[config.mk]
export PLATFORM = sky130hd
export DESIGN_NAME = wb_stage
export DESIGN_NICKNAME = d
export VERILOG_FILES = /design/src/rtl/wb_stage_pkg.sv /design/src/rtl/wb_stage_data_ext.sv /design/src/rtl/wb_stage.sv
export SDC_FILE = /design/constraint.sdc
export NUM_CORES = 1
export LEC_CHECK = 0
export ABC_AREA = 1
export BUFFER_PORTS_ARGS = -buffer_cell sky130_fd_sc_hd__buf_2
export CORE_ASPECT_RATIO = 0.7
export CORE_MARGIN = 5
export CORE_UTILIZATION = 56
export DETAILED_ROUTE_END_ITERATION = 8
export GPL_ROUTABILITY_DRIVEN = 0
export PLACE_DENSITY = 0.87
export REMOVE_ABC_BUFFERS = 1
export SLEW_MARGIN = 20
export SYNTH_ARGS = -nofsm -noshare
export SYNTH_HDL_FRONTEND = slang
export SYNTH_HIERARCHICAL = 1
export SYNTH_SLANG_ARGS = --single-unit
[constraint.sdc]
create_clock -name Clk -period 4.15 [get_ports Clk]
set_input_delay 1.245 -clock Clk [delete_from_list [all_inputs] [get_ports Clk]]
set_output_delay 1.245 -clock Clk [all_outputs]
set_load 0.05 [all_outputs]
[src/rtl/wb_stage_pkg.sv]
// Shared writeback-stage codes and the M/W pipeline register bundle.
package wb_stage_pkg;

    localparam logic [1:0] WD_ALU = 2'd0;
    localparam logic [1:0] WD_MEM = 2'd1;
    localparam logic [1:0] WD_PC8 = 2'd2;
    localparam logic [1:0] WD_MDU = 2'd3;

    localparam logic [2:0] LD_W  = 3'd0;
    localparam logic [2:0] LD_H  = 3'd1;
    localparam logic [2:0] LD_HU = 3'd2;
    localparam logic [2:0] LD_B  = 3'd3;
    localparam logic [2:0] LD_BU = 3'd4;

    localparam logic [31:0] EXC_PC_DEFAULT = 32'h0000_4180;

    typedef struct packed {
        logic [31:0] pc;
        logic        reg_we;
        logic [4:0]  a3;
        logic [1:0]  wd_sel;
        logic [31:0] alu_out;
        logic [31:0] mem_rd;
        logic [31:0] mdu_out;
        logic [2:0]  load_type;
    } mw_t;

endpackage

[src/rtl/wb_stage_data_ext.sv]
// Load-data extender: selects byte/half from an aligned word and extends it.
module data_ext
    import wb_stage_pkg::*;
(
    input  logic [31:0] mem_rd,
    input  logic [1:0]  off,
    input  logic [2:0]  load_type,
    output logic [31:0] ext
);

    logic [15:0] half;
    logic [7:0]  byte_v;

    always_comb begin
        half = off[1] ? mem_rd[31:16] : mem_rd[15:0];
        unique case (off)
            2'd0:    byte_v = mem_rd[7:0];
            2'd1:    byte_v = mem_rd[15:8];
            2'd2:    byte_v = mem_rd[23:16];
            default: byte_v = mem_rd[31:24];
        endcase
    end

    // Reserved load types fall through to a plain word load.
    always_comb begin
        unique case (load_type)
            LD_H:    ext = {{16{half[15]}}, half};
            LD_HU:   ext = {16'h0000, half};
            LD_B:    ext = {{24{byte_v[7]}}, byte_v};
            LD_BU:   ext = {24'h000000, byte_v};
            default: ext = mem_rd;
        endcase
    end

endmodule

[src/rtl/wb_stage.sv]
// Writeback stage: M/W pipeline register, load extension and result select.
module wb_stage
    import wb_stage_pkg::*;
#(
    parameter logic [31:0] EXC_PC   = EXC_PC_DEFAULT,
    parameter logic [31:0] RESET_PC = 32'h0000_0000
) (
    input  logic        Clk,
    input  logic        Reset,
    input  logic        Req,
    input  logic [31:0] M_PC,
    input  logic        M_RegWE,
    input  logic [4:0]  M_A3,
    input  logic [1:0]  M_WDSel,
    input  logic [31:0] M_ALUOut,
    input  logic [31:0] M_MemRD,
    input  logic [31:0] M_MDUOut,
    input  logic [2:0]  M_LoadType,
    output logic        W_WE,
    output logic [4:0]  W_A3,
    output logic [31:0] W_WD,
    output logic [31:0] W_PC,
    output logic        W_FwdValid
);

    mw_t         r;
    logic [31:0] ld_data;
    logic [31:0] pc8;

    always_ff @(posedge Clk) begin
        if (Reset) begin
            r    <= '0;
            r.pc <= RESET_PC;
        end else if (Req) begin
            // Bubble: the flushed M instruction must never commit.
            r    <= '0;
            r.pc <= EXC_PC;
        end else begin
            r.pc        <= M_PC;
            r.reg_we    <= M_RegWE;
            r.a3        <= M_A3;
            r.wd_sel    <= M_WDSel;
            r.alu_out   <= M_ALUOut;
            r.mem_rd    <= M_MemRD;
            r.mdu_out   <= M_MDUOut;
            r.load_type <= M_LoadType;
        end
    end

    data_ext u_ext (
        .mem_rd    (r.mem_rd),
        .off       (r.alu_out[1:0]),
        .load_type (r.load_type),
        .ext       (ld_data)
    );

    assign pc8 = r.pc + 32'd8;

    always_comb begin
        unique case (r.wd_sel)
            WD_ALU:  W_WD = r.alu_out;
            WD_MEM:  W_WD = ld_data;
            WD_PC8:  W_WD = pc8;
            default: W_WD = r.mdu_out;
        endcase
    end

    assign W_WE       = r.reg_we && (r.a3 != 5'd0);
    assign W_A3       = r.a3;
    assign W_PC       = r.pc;
    assign W_FwdValid = W_WE;

endmodule

==> metrics.txt <==
# TYPE chip_impl_metric gauge
chip_impl_info{name="status",value="complete, no violations"} 1
chip_impl_metric{name="synth.yosys.seq_area_share",unit="%"} 39.90
chip_impl_metric{name="fin_crit",unit="ns"} 3.961
chip_impl_metric{name="initial_core_util",unit="%"} 56.73
chip_impl_metric{name="antenna_violating_nets_post_route",unit=""} 0
chip_impl_info{name="commonest_cells_after_routing_fill_and_taps_aside",value="sky130_fd_sc_hd__nor2_1 (226), sky130_fd_sc_hd__buf_2 (212), sky130_fd_sc_hd__nand2_1 (207)"} 1
chip_impl_metric{name="tightest_slew",unit="ns"} 0.7359
chip_impl_metric{name="met2WireLength",unit="mm"} 8.873
chip_impl_metric{name="cts_hold_buffers",unit=""} 0
chip_impl_metric{name="timing.final.hold_violations",unit=""} 0
chip_impl_metric{name="synth.cell_area",unit="mm²"} 0.006974
chip_impl_metric{name="placementRows",unit=""} 34
chip_impl_metric{name="yosys_register_bits",unit=""} 139
chip_impl_metric{name="drc_errors",unit=""} 0
chip_impl_metric{name="post_route_cells_drive_above_1_share",unit="%"} 26.49
chip_impl_metric{name="timing.critical_path.slowest_cell_delay",unit="ns"} 0.38
chip_impl_metric{name="switching_share",unit="%"} 26.71
chip_impl_metric{name="critPathRequiredTime",unit="ns"} 2.90
chip_impl_info{name="final_common_cell",value="sky130_fd_sc_hd__nor2_1"} 1
chip_impl_metric{name="cts_made_buffers",unit=""} 17
chip_impl_metric{name="clock_tree.buffer_depth",unit=""} 2
chip_impl_metric{name="data_arrival_critical_path",unit="ns"} 2.72
chip_impl_metric{name="yosys_warnings",unit=""} 6
chip_impl_metric{name="postCtsSetupBuffers",unit=""} 0
chip_impl_metric{name="vdd_ir_drop_max",unit="mV"} 0.3047
chip_impl_metric{name="die_height",unit="µm"} 103.4
chip_impl_info{name="ys_top_cells_by_area",value="sky130_fd_sc_hd__dfxtp_1 (40%), sky130_fd_sc_hd__nor2_1 (12%), sky130_fd_sc_hd__nand2_1 (11%), sky130_fd_sc_hd__inv_1 (9.1%), sky130_fd_sc_hd__nand3_1 (6.2%)"} 1
chip_impl_metric{name="multi_input_area",unit="mm²"} 0.003024
chip_impl_metric{name="clkSinkCount",unit=""} 139
chip_impl_metric{name="post_synth_num_cell_types",unit=""} 35
chip_impl_metric{name="wl",unit="mm"} 20.65
chip_impl_metric{name="firstDrtPassIters",unit=""} 6
chip_impl_metric{name="wire_length_of_the_first_global_routing_pass",unit="mm"} 32.26
chip_impl_metric{name="cts_htree_levels",unit=""} 4
chip_impl_metric{name="maxCapViolations",unit=""} 0
chip_impl_metric{name="synthesis.instances",unit=""} 1036
chip_impl_metric{name="clkTransAtPathRegs",unit="ns"} 0.06
chip_impl_info{name="timing.hold.worst.class",value="in2reg"} 1
chip_impl_metric{name="floorplan.io_pins",unit=""} 213
chip_impl_metric{name="sequential_cell_area",unit="mm²"} 0.002783
chip_impl_metric{name="relSlewSlack",unit="%"} 50.94
chip_impl_info{name="timing.setup.critical_path_class",value="reg2out"} 1
chip_impl_metric{name="min_path_cells",unit=""} 2
chip_impl_metric{name="p_clk_share",unit="%"} 44.6
chip_impl_info{name="clock_tree.root_cell",value="sky130_fd_sc_hd__clkbuf_16"} 1
chip_impl_metric{name="totalNegativeSetupSlack",unit="ns"} 0
chip_impl_metric{name="antennaDiodeCount",unit=""} 0
chip_impl_info{name="grt_setup_unrepaired",value="no"} 1
chip_impl_metric{name="io_buffers",unit=""} 212
chip_impl_metric{name="p_int",unit="mW"} 2.482
chip_impl_metric{name="via_count",unit=""} 6858
chip_impl_metric{name="power_frac_seq",unit="%"} 42.3
chip_impl_metric{name="critical_path.max_fanout",unit=""} 24
chip_impl_metric{name="grt_start_max_net_pins",unit=""} 76
chip_impl_metric{name="netSwitchingPower",unit="mW"} 0.9045
chip_impl_metric{name="dr_wl_met3",unit="mm"} 2.352
chip_impl_metric{name="fin_util",unit="%"} 68.22
chip_impl_metric{name="drv_slew",unit=""} 0
chip_impl_metric{name="max_freq",unit="MHz"} 252.5
chip_impl_metric{name="detailedPlacementHpwl",unit="mm"} 15.39
chip_impl_info{name="routed.top_layer",value="met5"} 1
chip_impl_metric{name="die_area",unit="mm²"} 0.01482
chip_impl_metric{name="die_w",unit="µm"} 143.4
chip_impl_info{name="critical_path.cell_chain",value="buf_4, inv_2, nand2_1, nand2_1, nand2_2, nand3_4, nand3_2, a221oi_1, a21oi_2, buf_2"} 1
chip_impl_info{name="critPathLaunchType",value="flip-flop"} 1
chip_impl_metric{name="overall_track_demand_over_capacity_in_global_routing",unit="%"} 27.88
chip_impl_metric{name="avgRoutedWirePerCell",unit="µm"} 15.07
chip_impl_metric{name="p_comb_share",unit="%"} 13.1
chip_impl_metric{name="netlist.area_leader.share",unit="%"} 39.90
chip_impl_metric{name="post-route-period-util",unit="%"} 95.45
chip_impl_info{name="synthDominantAreaCellType",value="sky130_fd_sc_hd__dfxtp_1"} 1
chip_impl_info{name="cp_slowest_cell",value="sky130_fd_sc_hd__dfxtp_1"} 1
chip_impl_metric{name="avgViaCountPerCell",unit=""} 5.006
chip_impl_metric{name="static-leakage-power",unit="nW"} 4.689
chip_impl_info{name="path_common_cell",value="sky130_fd_sc_hd__nand2_1"} 1
chip_impl_info{name="cts_tree",value="done"} 1
chip_impl_metric{name="cellPowerDensity",unit="mW/mm²"} 403.8
chip_impl_metric{name="grt_antenna_before_repair",unit=""} 1
chip_impl_metric{name="core_region_area",unit="mm²"} 0.01229
chip_impl_metric{name="areaGrowthSynthToFinish",unit="%"} 20.25
chip_impl_metric{name="grt_overflow_total",unit=""} 0
chip_impl_metric{name="syn-mean-instance-area",unit="µm²"} 6.732
chip_impl_metric{name="fin_nets",unit=""} 1341
chip_impl_metric{name="drt-initial-drc-count",unit=""} 549
chip_impl_metric{name="num-fill-cells",unit=""} 1065
chip_impl_metric{name="post_cts.resized_instances",unit=""} 0
chip_impl_metric{name="finalSetupViolCount",unit=""} 0
chip_impl_info{name="endpoint_kind",value="primary output"} 1
chip_impl_metric{name="grt_pass1_vias",unit=""} 6551
chip_impl_metric{name="routedLengthMet1",unit="mm"} 8.861
[synthesized netlist by cell type, drive strengths merged]
| cell | n |
|---|---|
| o41ai | 1 |
| o211ai | 1 |
| o21a | 1 |
| a221oi | 5 |
| a21oi | 7 |
| dfxtp | 139 |
| nand3b | 1 |
| inv | 172 |
| nand4 | 26 |
| ha | 1 |
| nor3 | 2 |
| clkbuf | 8 |
| buf | 72 |
| o21ai | 11 |
| o21bai | 4 |
| nand3 | 109 |
| nand2 | 219 |
| or2 | 8 |
| and2 | 2 |
| nor2 | 246 |
| o2111ai | 1 |
[cells by family after synthesis]
| group | after synthesis | share of synthesized area (%) |
|---|---|---|
| DFF | 139 | 39.90 |
| and+or+nand+nor | 613 | 40.13 |
| adders and majority gates | 1 | 0.1794 |
| AOI/OAI and AO/OA | 31 | 2.942 |
| buffers and inverters | 252 | 16.85 |
[routing by layer]
metal	vias up	global-route usage, %
met1	2985	36.91
met3	47	8.502
met5	-	0
met2	409	43.55
li1	3415	-
met4	2	10.06
[flip-flops by register name, summed over array words and instances (netlist names)]
name / flops
W_A3: 5
W_PC: 32
r: 102
[stage by stage]
step                setup WS, ns  hold slack (ns)  power [mW]  cell area (µm²)  cells
global route             0.04526            1.036       3.498             8387   1370
finish                    0.1889            1.039       3.386             8387   1370
floorplan                 0.2558            1.317       1.737             6445    956
CTS                       0.2125            1.027       3.393             8387   1370
global placement          0.7975            1.452       1.891             7799   1341
detailed placement        0.7022            1.452       1.897             7799   1341
[power by group through the flow]
stage / registers (mW) / logic [mW] / clock network, mW
2_1_floorplan: 1.50 / 0.235 / 0
3_3_place_gp: 1.46 / 0.432 / 0
3_5_place_dp: 1.46 / 0.436 / 0
4_1_cts: 1.43 / 0.441 / 1.52
5_1_grt: 1.44 / 0.481 / 1.58
6_report: 1.43 / 0.442 / 1.51
[final cells by class]
| cell class | instances | share of cell area (%) |
|---|---|---|
| Clock buffer | 18 | 5.236 |
| Clock inverter | 11 | 1.775 |
| Inverter | 172 | 7.698 |
| Multi-Input combinational cell | 645 | 36.06 |
| Sequential cell | 139 | 33.18 |
| Tap cell | 162 | 2.417 |
| Timing Repair Buffer | 223 | 13.64 |
[worst paths after layout]
check | from | endpoint | slack [ns]
max | r[68]$_SDFF_PP0_ | W_WD[31] | 0.19
min | Reset | W_PC[7]$_SDFF_PP0_ | 1.04
[worst max-delay path: cells and delay by family (launching register included)]
kind,cells,cell delay [ns]
AOI/OAI and AO/OA,2,0.46
DFF,1,0.38
buffers and inverters,3,0.70
and+or+nand+nor,5,0.76
Note: power is estimated with default switching activity, not from simulation.
